--- src/rtl/core_pkg.sv ---
// Shared EX-stage definitions: M-extension funct3 codes and the mul/div FSM state encoding.
package core_pkg;

    localparam logic [2:0] F3_MUL    = 3'b000;
    localparam logic [2:0] F3_MULH   = 3'b001;
    localparam logic [2:0] F3_MULHSU = 3'b010;
    localparam logic [2:0] F3_MULHU  = 3'b011;
    localparam logic [2:0] F3_DIV    = 3'b100;
    localparam logic [2:0] F3_DIVU   = 3'b101;
    localparam logic [2:0] F3_REM    = 3'b110;
    localparam logic [2:0] F3_REMU   = 3'b111;

    typedef enum logic [1:0] {
        ST_IDLE   = 2'b00,
        ST_CALC   = 2'b01,
        ST_FINISH = 2'b10,
        ST_DONE   = 2'b11
    } md_state_t;

endpackage

--- src/rtl/muldiv_sign_fix.sv ---
// Conditional two's-complement negation: operand magnitude on the way in, sign fix-up on the way out.
module muldiv_sign_fix #(
    parameter int unsigned W = 32
) (
    input  logic [W-1:0] val,
    input  logic         neg,
    output logic [W-1:0] res
);

    always_comb begin
        res = neg ? (~val + 1'b1) : val;
    end

endmodule

--- src/rtl/ex_muldiv_unit.sv ---
// Iterative RV32M multiply/divide for the EX stage: radix-2 shift-add multiply and restoring divide.
module ex_muldiv_unit
    import core_pkg::*;
#(
    parameter int unsigned XLEN         = 32,
    parameter bit          FAST_SPECIAL = 1'b1
) (
    input  logic            clk,
    input  logic            rst_n,
    input  logic            start,
    input  logic            kill,
    input  logic [2:0]      funct3,
    input  logic [XLEN-1:0] op_a,
    input  logic [XLEN-1:0] op_b,
    output logic            busy,
    output logic            done,
    output logic [XLEN-1:0] result
);

    localparam int unsigned CW = $clog2(XLEN) + 1;

    md_state_t         state, state_nxt;
    logic [2:0]        f3_q;
    logic [XLEN-1:0]   a_raw_q, mcand_q, result_q;
    logic [2*XLEN-1:0] prod_q;
    logic [XLEN:0]     rem_q;
    logic [CW-1:0]     cnt_q;
    logic              neg_q, div0_q, ovf_q;

    logic              is_div_in, a_signed, b_signed, sign_a, sign_b;
    logic              div0_in, ovf_in, accept;
    logic [XLEN-1:0]   abs_a, abs_b, mul_addend, final_res;
    logic [XLEN:0]     mul_sum;
    logic [XLEN+1:0]   div_trial;
    logic [2*XLEN-1:0] fix_in, fixed;

    always_comb begin
        is_div_in = funct3[2];
        a_signed  = is_div_in ? ~funct3[0] : (funct3 != F3_MULHU);
        b_signed  = is_div_in ? ~funct3[0] : (funct3 == F3_MUL || funct3 == F3_MULH);
        sign_a    = a_signed & op_a[XLEN-1];
        sign_b    = b_signed & op_b[XLEN-1];
        div0_in   = is_div_in & (op_b == '0);
        ovf_in    = is_div_in & ~funct3[0] & (op_a == {1'b1, {(XLEN-1){1'b0}}}) & (op_b == '1);
        accept    = (state == ST_IDLE) & start & ~kill;
    end

    muldiv_sign_fix #(.W(XLEN)) u_abs_a (.val(op_a), .neg(sign_a), .res(abs_a));
    muldiv_sign_fix #(.W(XLEN)) u_abs_b (.val(op_b), .neg(sign_b), .res(abs_b));

    // Divide reuses the low half of prod_q as dividend shifting out / quotient shifting in.
    always_comb begin
        mul_addend = prod_q[0] ? mcand_q : '0;
        mul_sum    = {1'b0, prod_q[2*XLEN-1:XLEN]} + {1'b0, mul_addend};
        div_trial  = {rem_q, prod_q[XLEN-1]} - {2'b00, mcand_q};
    end

    always_comb begin
        if (f3_q[2])
            fix_in = {{XLEN{1'b0}}, (f3_q[1] ? rem_q[XLEN-1:0] : prod_q[XLEN-1:0])};
        else
            fix_in = prod_q;
    end

    muldiv_sign_fix #(.W(2*XLEN)) u_fix (.val(fix_in), .neg(neg_q), .res(fixed));

    // Special-case results are forced here so they stay exact even when they ran the full CALC.
    always_comb begin
        if (div0_q)
            final_res = f3_q[1] ? a_raw_q : '1;
        else if (ovf_q)
            final_res = f3_q[1] ? '0 : a_raw_q;
        else if (f3_q[2] || f3_q == F3_MUL)
            final_res = fixed[XLEN-1:0];
        else
            final_res = fixed[2*XLEN-1:XLEN];
    end

    always_ff @(posedge clk) begin
        if (!rst_n) state <= ST_IDLE;
        else        state <= state_nxt;
    end

    always_comb begin
        state_nxt = state;
        case (state)
            ST_IDLE:   if (accept) state_nxt = (FAST_SPECIAL && (div0_in || ovf_in)) ? ST_FINISH : ST_CALC;
            ST_CALC:   if (kill) state_nxt = ST_IDLE;
                       else if (cnt_q == CW'(XLEN - 1)) state_nxt = ST_FINISH;
            ST_FINISH: state_nxt = kill ? ST_IDLE : ST_DONE;
            ST_DONE:   state_nxt = ST_IDLE;
            default:   state_nxt = ST_IDLE;
        endcase
    end

    always_ff @(posedge clk) begin
        if (!rst_n) begin
            f3_q     <= '0;
            a_raw_q  <= '0;
            mcand_q  <= '0;
            prod_q   <= '0;
            rem_q    <= '0;
            cnt_q    <= '0;
            neg_q    <= 1'b0;
            div0_q   <= 1'b0;
            ovf_q    <= 1'b0;
            result_q <= '0;
        end else if (accept) begin
            f3_q    <= funct3;
            a_raw_q <= op_a;
            mcand_q <= abs_b;
            prod_q  <= {{XLEN{1'b0}}, abs_a};
            rem_q   <= '0;
            cnt_q   <= '0;
            neg_q   <= (is_div_in && funct3[1]) ? sign_a : (sign_a ^ sign_b);
            div0_q  <= div0_in;
            ovf_q   <= ovf_in;
        end else if (state == ST_CALC && !kill) begin
            cnt_q <= cnt_q + 1'b1;
            if (f3_q[2]) begin
                prod_q[XLEN-1:0] <= {prod_q[XLEN-2:0], ~div_trial[XLEN+1]};
                rem_q <= div_trial[XLEN+1] ? {rem_q[XLEN-1:0], prod_q[XLEN-1]} : div_trial[XLEN:0];
            end else begin
                prod_q <= {mul_sum, prod_q[XLEN-1:1]};
            end
        end else if (state == ST_FINISH && !kill) begin
            result_q <= final_res;
        end
    end

    always_comb begin
        busy   = (state != ST_IDLE);
        done   = (state == ST_DONE);
        result = result_q;
    end

endmodule

--- config.mk ---
export PLATFORM = sky130hd
export DESIGN_NAME = ex_muldiv_unit
export DESIGN_NICKNAME = d
export VERILOG_FILES = /design/src/rtl/core_pkg.sv /design/src/rtl/muldiv_sign_fix.sv /design/src/rtl/ex_muldiv_unit.sv
export SDC_FILE = /design/constraint.sdc
export NUM_CORES = 1
export LEC_CHECK = 0
export BUFFER_PORTS_ARGS = -buffer_cell sky130_fd_sc_hd__buf_2
export CAP_MARGIN = 5
export CORE_MARGIN = 5
export CORE_UTILIZATION = 63
export CTS_CLUSTER_DIAMETER = 150
export DETAILED_ROUTE_END_ITERATION = 16
export PLACE_DENSITY = 0.85
export SYNTH_ARGS = -nofsm -noshare
export SYNTH_HDL_FRONTEND = slang
export SYNTH_SLANG_ARGS = --single-unit
--- constraint.sdc ---
create_clock -name clk -period 6 [get_ports clk]
set_clock_uncertainty 0.15 [all_clocks]
set_input_delay 0.3 -clock clk [delete_from_list [all_inputs] [get_ports clk]]
set_output_delay 0.3 -clock clk [all_outputs]
set_load 0.02 [all_outputs]
; ---- Word level (Yosys, flattened, before mapping)
; Index checks and enable logic that the tools add are counted.
[word_totals]
regBits = 207
out_inout_bits = 34
elab_cells = 89
[classes]
n_eq_ne = 10
n_bitwise = 19
add_sub_neg = 6
muxes = 24
reduce_logical = 18
[ops]
columns = cell, n
row1 = 32-bit 2-to-1 mux, 12
row2 = 64-bit 2-to-1 mux, 2
row3 = "32-bit by 1-bit adder with 32-bit output, second input constant", 2
row4 = "64-bit by 1-bit adder with 64-bit output, second input constant", 1
row5 = "32-bit == test, second input constant", 2
row6 = 32-bit NOT, 2
row7 = 64-bit NOT, 1
row8 = 34-bit by 32-bit subtractor with 34-bit output, 1
row9 = 32-bit by 32-bit adder with 33-bit output, 1
row10 = 33-bit 2-to-1 mux, 1
row11 = 32-bit logical NOT, 1
row12 = 2-bit 2-to-1 mux, 5
row13 = 1-bit AND, 8
row14 = 2-bit one-hot mux with 4 select lines, 1
row15 = 1-bit NOT, 7
row16 = "6-bit by 1-bit adder with 6-bit output, second input constant", 1
row17 = "6-bit by 5-bit == test with 1-bit output, second input constant", 1
row18 = 3-bit logical NOT, 2
row19 = 2-bit AND reduction, 3
row20 = "2-bit == test, second input constant", 2
row21 = 2-bit nonzero test, 2
row22 = "3-bit by 1-bit == test with 1-bit output, second input constant", 1
row23 = 1-bit logical AND, 3
row24 = 1-bit logical OR, 3
row25 = 10 further kinds, 12

; ---- Logic depth before layout (Yosys ltp)
[logic_depth]
word_depth = 8
ltp_mapped = 16
depth_no_buf = 13

; ---- By module
; From an unflattened synthesis, not the netlist that was laid out.
[unflattened]
cells_unflattened = 2094
area_unflattened_um2 = 16301.9
[modules_own_cells]
columns = module, cells_each, instances, area_each_um2
row1 = ex_muldiv_unit, 1690, 1, 13098.8
row2 = muldiv_sign_fix at u_fix, 206, 1, 1649.1
row3 = muldiv_sign_fix at u_abs_a ..., 99, 2, 777.0

; ---- Least setup slack after synthesis
; OpenSTA, ideal clock, no wires.
[synth_timing]
path_type = flip-flop to flip-flop
from = register f3_q[2]
to = register result_q[30] (netlist: result[30])
slack_ns = 1.858
n_path_buf = 3
stages_incl_launch_ff = 17
arrival_ns = 3.869
setup_ns = 0.123
t_required_ns = 5.727
period_less_slack_ns = 4.142
path_cell_list = dfxtp_1 > buf_4 > nand2_1 > clkbuf_1 > buf_1 > mux2i_1 > ha_1 > inv_1 > a211oi_1 > nand4b_1 > nor4_4 > a31oi_1 > xor2_1 > a21oi_1 > a21o_1 > a221oi_1 > nor2_1
[synth_between]
elab_chain_cells = 7
[synth_rtl]
columns = item, line_no
row1 = from (decl), ex_muldiv_unit.sv:23  ; logic [2:0] f3_q;
row2 = from (signal assigned), ex_muldiv_unit.sv:109  ; f3_q <= funct3;
row3 = 64-bit 2-to-1 mux, ex_muldiv_unit.sv:59  ; if (f3_q[2])
row4 = 64-bit NOT, muldiv_sign_fix.sv:11  ; res = neg ? (~val + 1'b1) : val;
row5 = 64-bit by 1-bit adder with 64-bit output, muldiv_sign_fix.sv:11
row6 = 64-bit 2-to-1 mux, muldiv_sign_fix.sv:11
row7 = 32-bit 2-to-1 mux (*), ex_muldiv_unit.sv:73  ; else if (f3_q[2] || f3_q == F3_MUL)
row8 = 32-bit 2-to-1 mux (*), ex_muldiv_unit.sv:71  ; else if (ovf_q)
row9 = 32-bit 2-to-1 mux (*), ex_muldiv_unit.sv:69  ; if (div0_q)
row10 = to (signal assigned), ex_muldiv_unit.sv:127  ; result_q <= final_res;
row11 = to (decl), ex_muldiv_unit.sv:24  ; logic [XLEN-1:0] a_raw_q, mcand_q, result_q;
; Every way passes the cells marked *; elsewhere a longest branch is shown, timed or not.
; A chain may end at the register's enable or synchronous reset.

; ---- Worst setup path in the final report
[layout_timing]
from = register f3_q[2]
to = register result_q[15] (netlist: result[15])
; Same word-level chain as after synthesis.

==> results.cfg <==
[power_and_ir_drop]
p_total_uw = 5794
ir_drop_uv = 412.0
p_leak_uw = 0.007726
powerDensity_nw_per_um2 = 316.8

[route]
drc = 0
num_vias = 17790
ant_nets = 0
drt_iter0_markers = 2414
viasPerCell = 6.846
wl_per_cell_um = 23.01
drt_pre_antenna_iters = 9
drt_wl_total_mm = 59.80

[hold_path]
hold_path_class = input pin to flop
hold_depth = 4
min_to = mcand_q[17]
hold_path_startpoint = op_b[17]

[yosys]
synthSimpleGateAreaFrac_pct = 21.79
yosys_warnings = 0
syn-mean-instance-area_um2 = 7.509
ys_types = 91
syn_inst = 2217
synth_edf_count = 0
synth_compound_gate_area_share_pct = 29.92
ys.flop_type = dfxtp_1
yosys.area.top_type = dfxtp_1
synth.most_common_cell = nand2_1
synth_xor_area_share_pct = 7.832
synth-async-reset-ratio_pct = 0
yosys-top-cells-area = dfxtp_1 25%, nand2_1 7.0%, a21oi_1 5.6%
synth_common_cells = 311 x nand2_1, 207 x dfxtp_1, 185 x a21oi_1
synthAdderAreaFrac_pct = 5.427
syn_area_um2 = 16650
postSynthNetCount = 2359
ys_seq_area_share_pct = 24.89
synthMuxAreaShare_pct = 5.194
ys_ff_latch = 207
synth_top_family_by_area = compound AO/OA/AOI/OAI gates
synth_top_area_share_pct = 24.89

[setup_path]
crit_path_start = f3_q[2]
end_kind = flop
required_ns = 6.26
r2r-start = f3_q[2]
slowest_delay_ns = 0.68
reg2reg_slack_ns = 1.54
r2r-end = result[15]
path_cells = buf_4, and2_1, o221ai_1, nor4_2, and4_1, o21ai_2, o31ai_1, a21oi_1, a2111oi_2, nor4b_2
critPathMaxFanout = 48
ff2ff_path_depth = 10
crit_path_start_kind = flop
worst_ep_arrival_time_ns = 4.72
path_delay_family = simple AND/OR/NAND/NOR gates
cp_slowest_cell = and2_1
cp.buffers_inverters = 1
worstSetupPathType = flop to flop

[run]
max_cap_violations = 0

[placed_design]
hpwl_mm = 44.38
post-place-ws_ns = 1.679
port_buffers = 104
gp_congestion = 1.069

[global_routing]
grt_pass1_vias = 16160
grt_overflow = 0
grt_max_degree = 98
antenna_found_initial = 3
grt_pass1_wl_mm = 91.91
track_usage_pct = 37.59

[finish]
area_growth_pct = 9.868
fin_util_pct = 70.19
finalNetCount = 2390
layout-drive-gt1-share_pct = 9.059

[cts]
cts-root-buf = clkbuf_16
insertion_delay_ns = 0.54
cts_buffer_depth = 3
cts_tree = yes
clock-sinks = 207
path_clk_slew_ns = 0.06
htree_levels = 1
numCtsBuffers = 25
post-cts-setup-buffers = 0

[timing]
fmax_mhz = 224.2
tightest_slew_ns = 1.142
rsz0062_at_grt = false
hold_violations = 0
fin_crit_sh_pct = 74.34
setup_slack_ns = 1.539
fin_crit_ns = 4.461
fin_setup_tns_ns = 0
finalMaxSlewViolations = 0
slew_headroom_pct = 23.68
setup_viol = 0

[floorplanning]
coreArea_um2 = 26060
start_util_pct = 63.88
fp.dieH_um = 172.6
dieArea_um2 = 29780
ioPinCount = 105
rows = 59
fp.dieW_um = 172.6

[outcome]
status = completed
[state kept, by name (all words and copies together) (netlist names), 2 cells and up]
register,count
a_raw_q,32
cnt_q,6
f3_q,3
mcand_q,32
prod_q,64
rem_q,33
result,32
state,2
[area by class of cell]
cell class	count	area [um^2]
diodes	1	2.502
clock buffers	33	716.9
clock inverters	9	132.6
fillers	2128	7769
inverters	63	236.5
multi-input cells	1802	11710
flip-flops and latches	207	4148
well taps	335	419.2
repair buffers	149	925.9
[worst min-delay path: stages]
cell and delay (ns):
buf_2 0.10, xnor2_1 0.08, nand2_1 0.06, o211a_1 0.13
[report_power, final]
part	total, uW	switching (uW)	internal, uW	leakage, uW
registers	1800	251	1550	0.00168
clock network	1590	624	964	0.000412
logic	2410	1550	863	0.00563
[per-stage QoR]
step,cells,hold WS [ns],instance area [um^2]
floorplan,2217,0.2939,16650
global placement,2530,0.3050,17180
detailed placement,2530,0.3202,17180
CTS,2598,0.008103,18290
global route,2599,0.04203,18290
finish,2599,0.01740,18290
[logic make-up after synthesis]
family / after synthesis
fa+ha+maj: 71
simple gates: 745
buf+inv: 208
mux: 86
flops: 207
xor+xnor: 148
compound gates: 752
[cell usage in the layout, fill, tap and decap left out, drive strengths merged, types with 17 or more instances in the layout]
master,count
nand3,40
a21oi,185
a21o,33
a211oi,32
dlygate4sd3,26
ha,69
and3,22
inv,64
mux2i,83
nor2,132
dfxtp,207
a31oi,31
nand2,312
xor2,68
nor4,20
o21ai,183
xnor2,80
nor3,48
nand4,17
o211a,55
buf,123
or3,26
and2,46
a21boi,43
o211ai,55
clkbuf,33
[layer usage]
layer  up-vias  GRT usage [%]  wire length [um]
li1       8170              -                 -
met1      8448          51.57             24480
met2       993          58.21             26120
met3       178          9.323              6500
met4         4          12.35              2657
met5         -              0                41
[repair_timing]
action | 4_1_cts | 5_1_grt
endpoints found under the hold margin | 27 | 0
gates resized for setup | 0 | 0
hold buffers | 26 | 0
setup endpoints to repair | 0 | 0
[worst max path at each step]
stage                             to  slack [ns]  depth (start not counted)
after floorplan           result[30]        1.86                         16
after global placement    result[30]        1.78                         11
after detailed placement  prod_q[63]        1.68                         13
after CTS                 prod_q[63]        1.63                         13
after global routing      prod_q[63]        1.16                         13
final                     result[15]        1.54                         10
(Power assumes the default switching activity.)
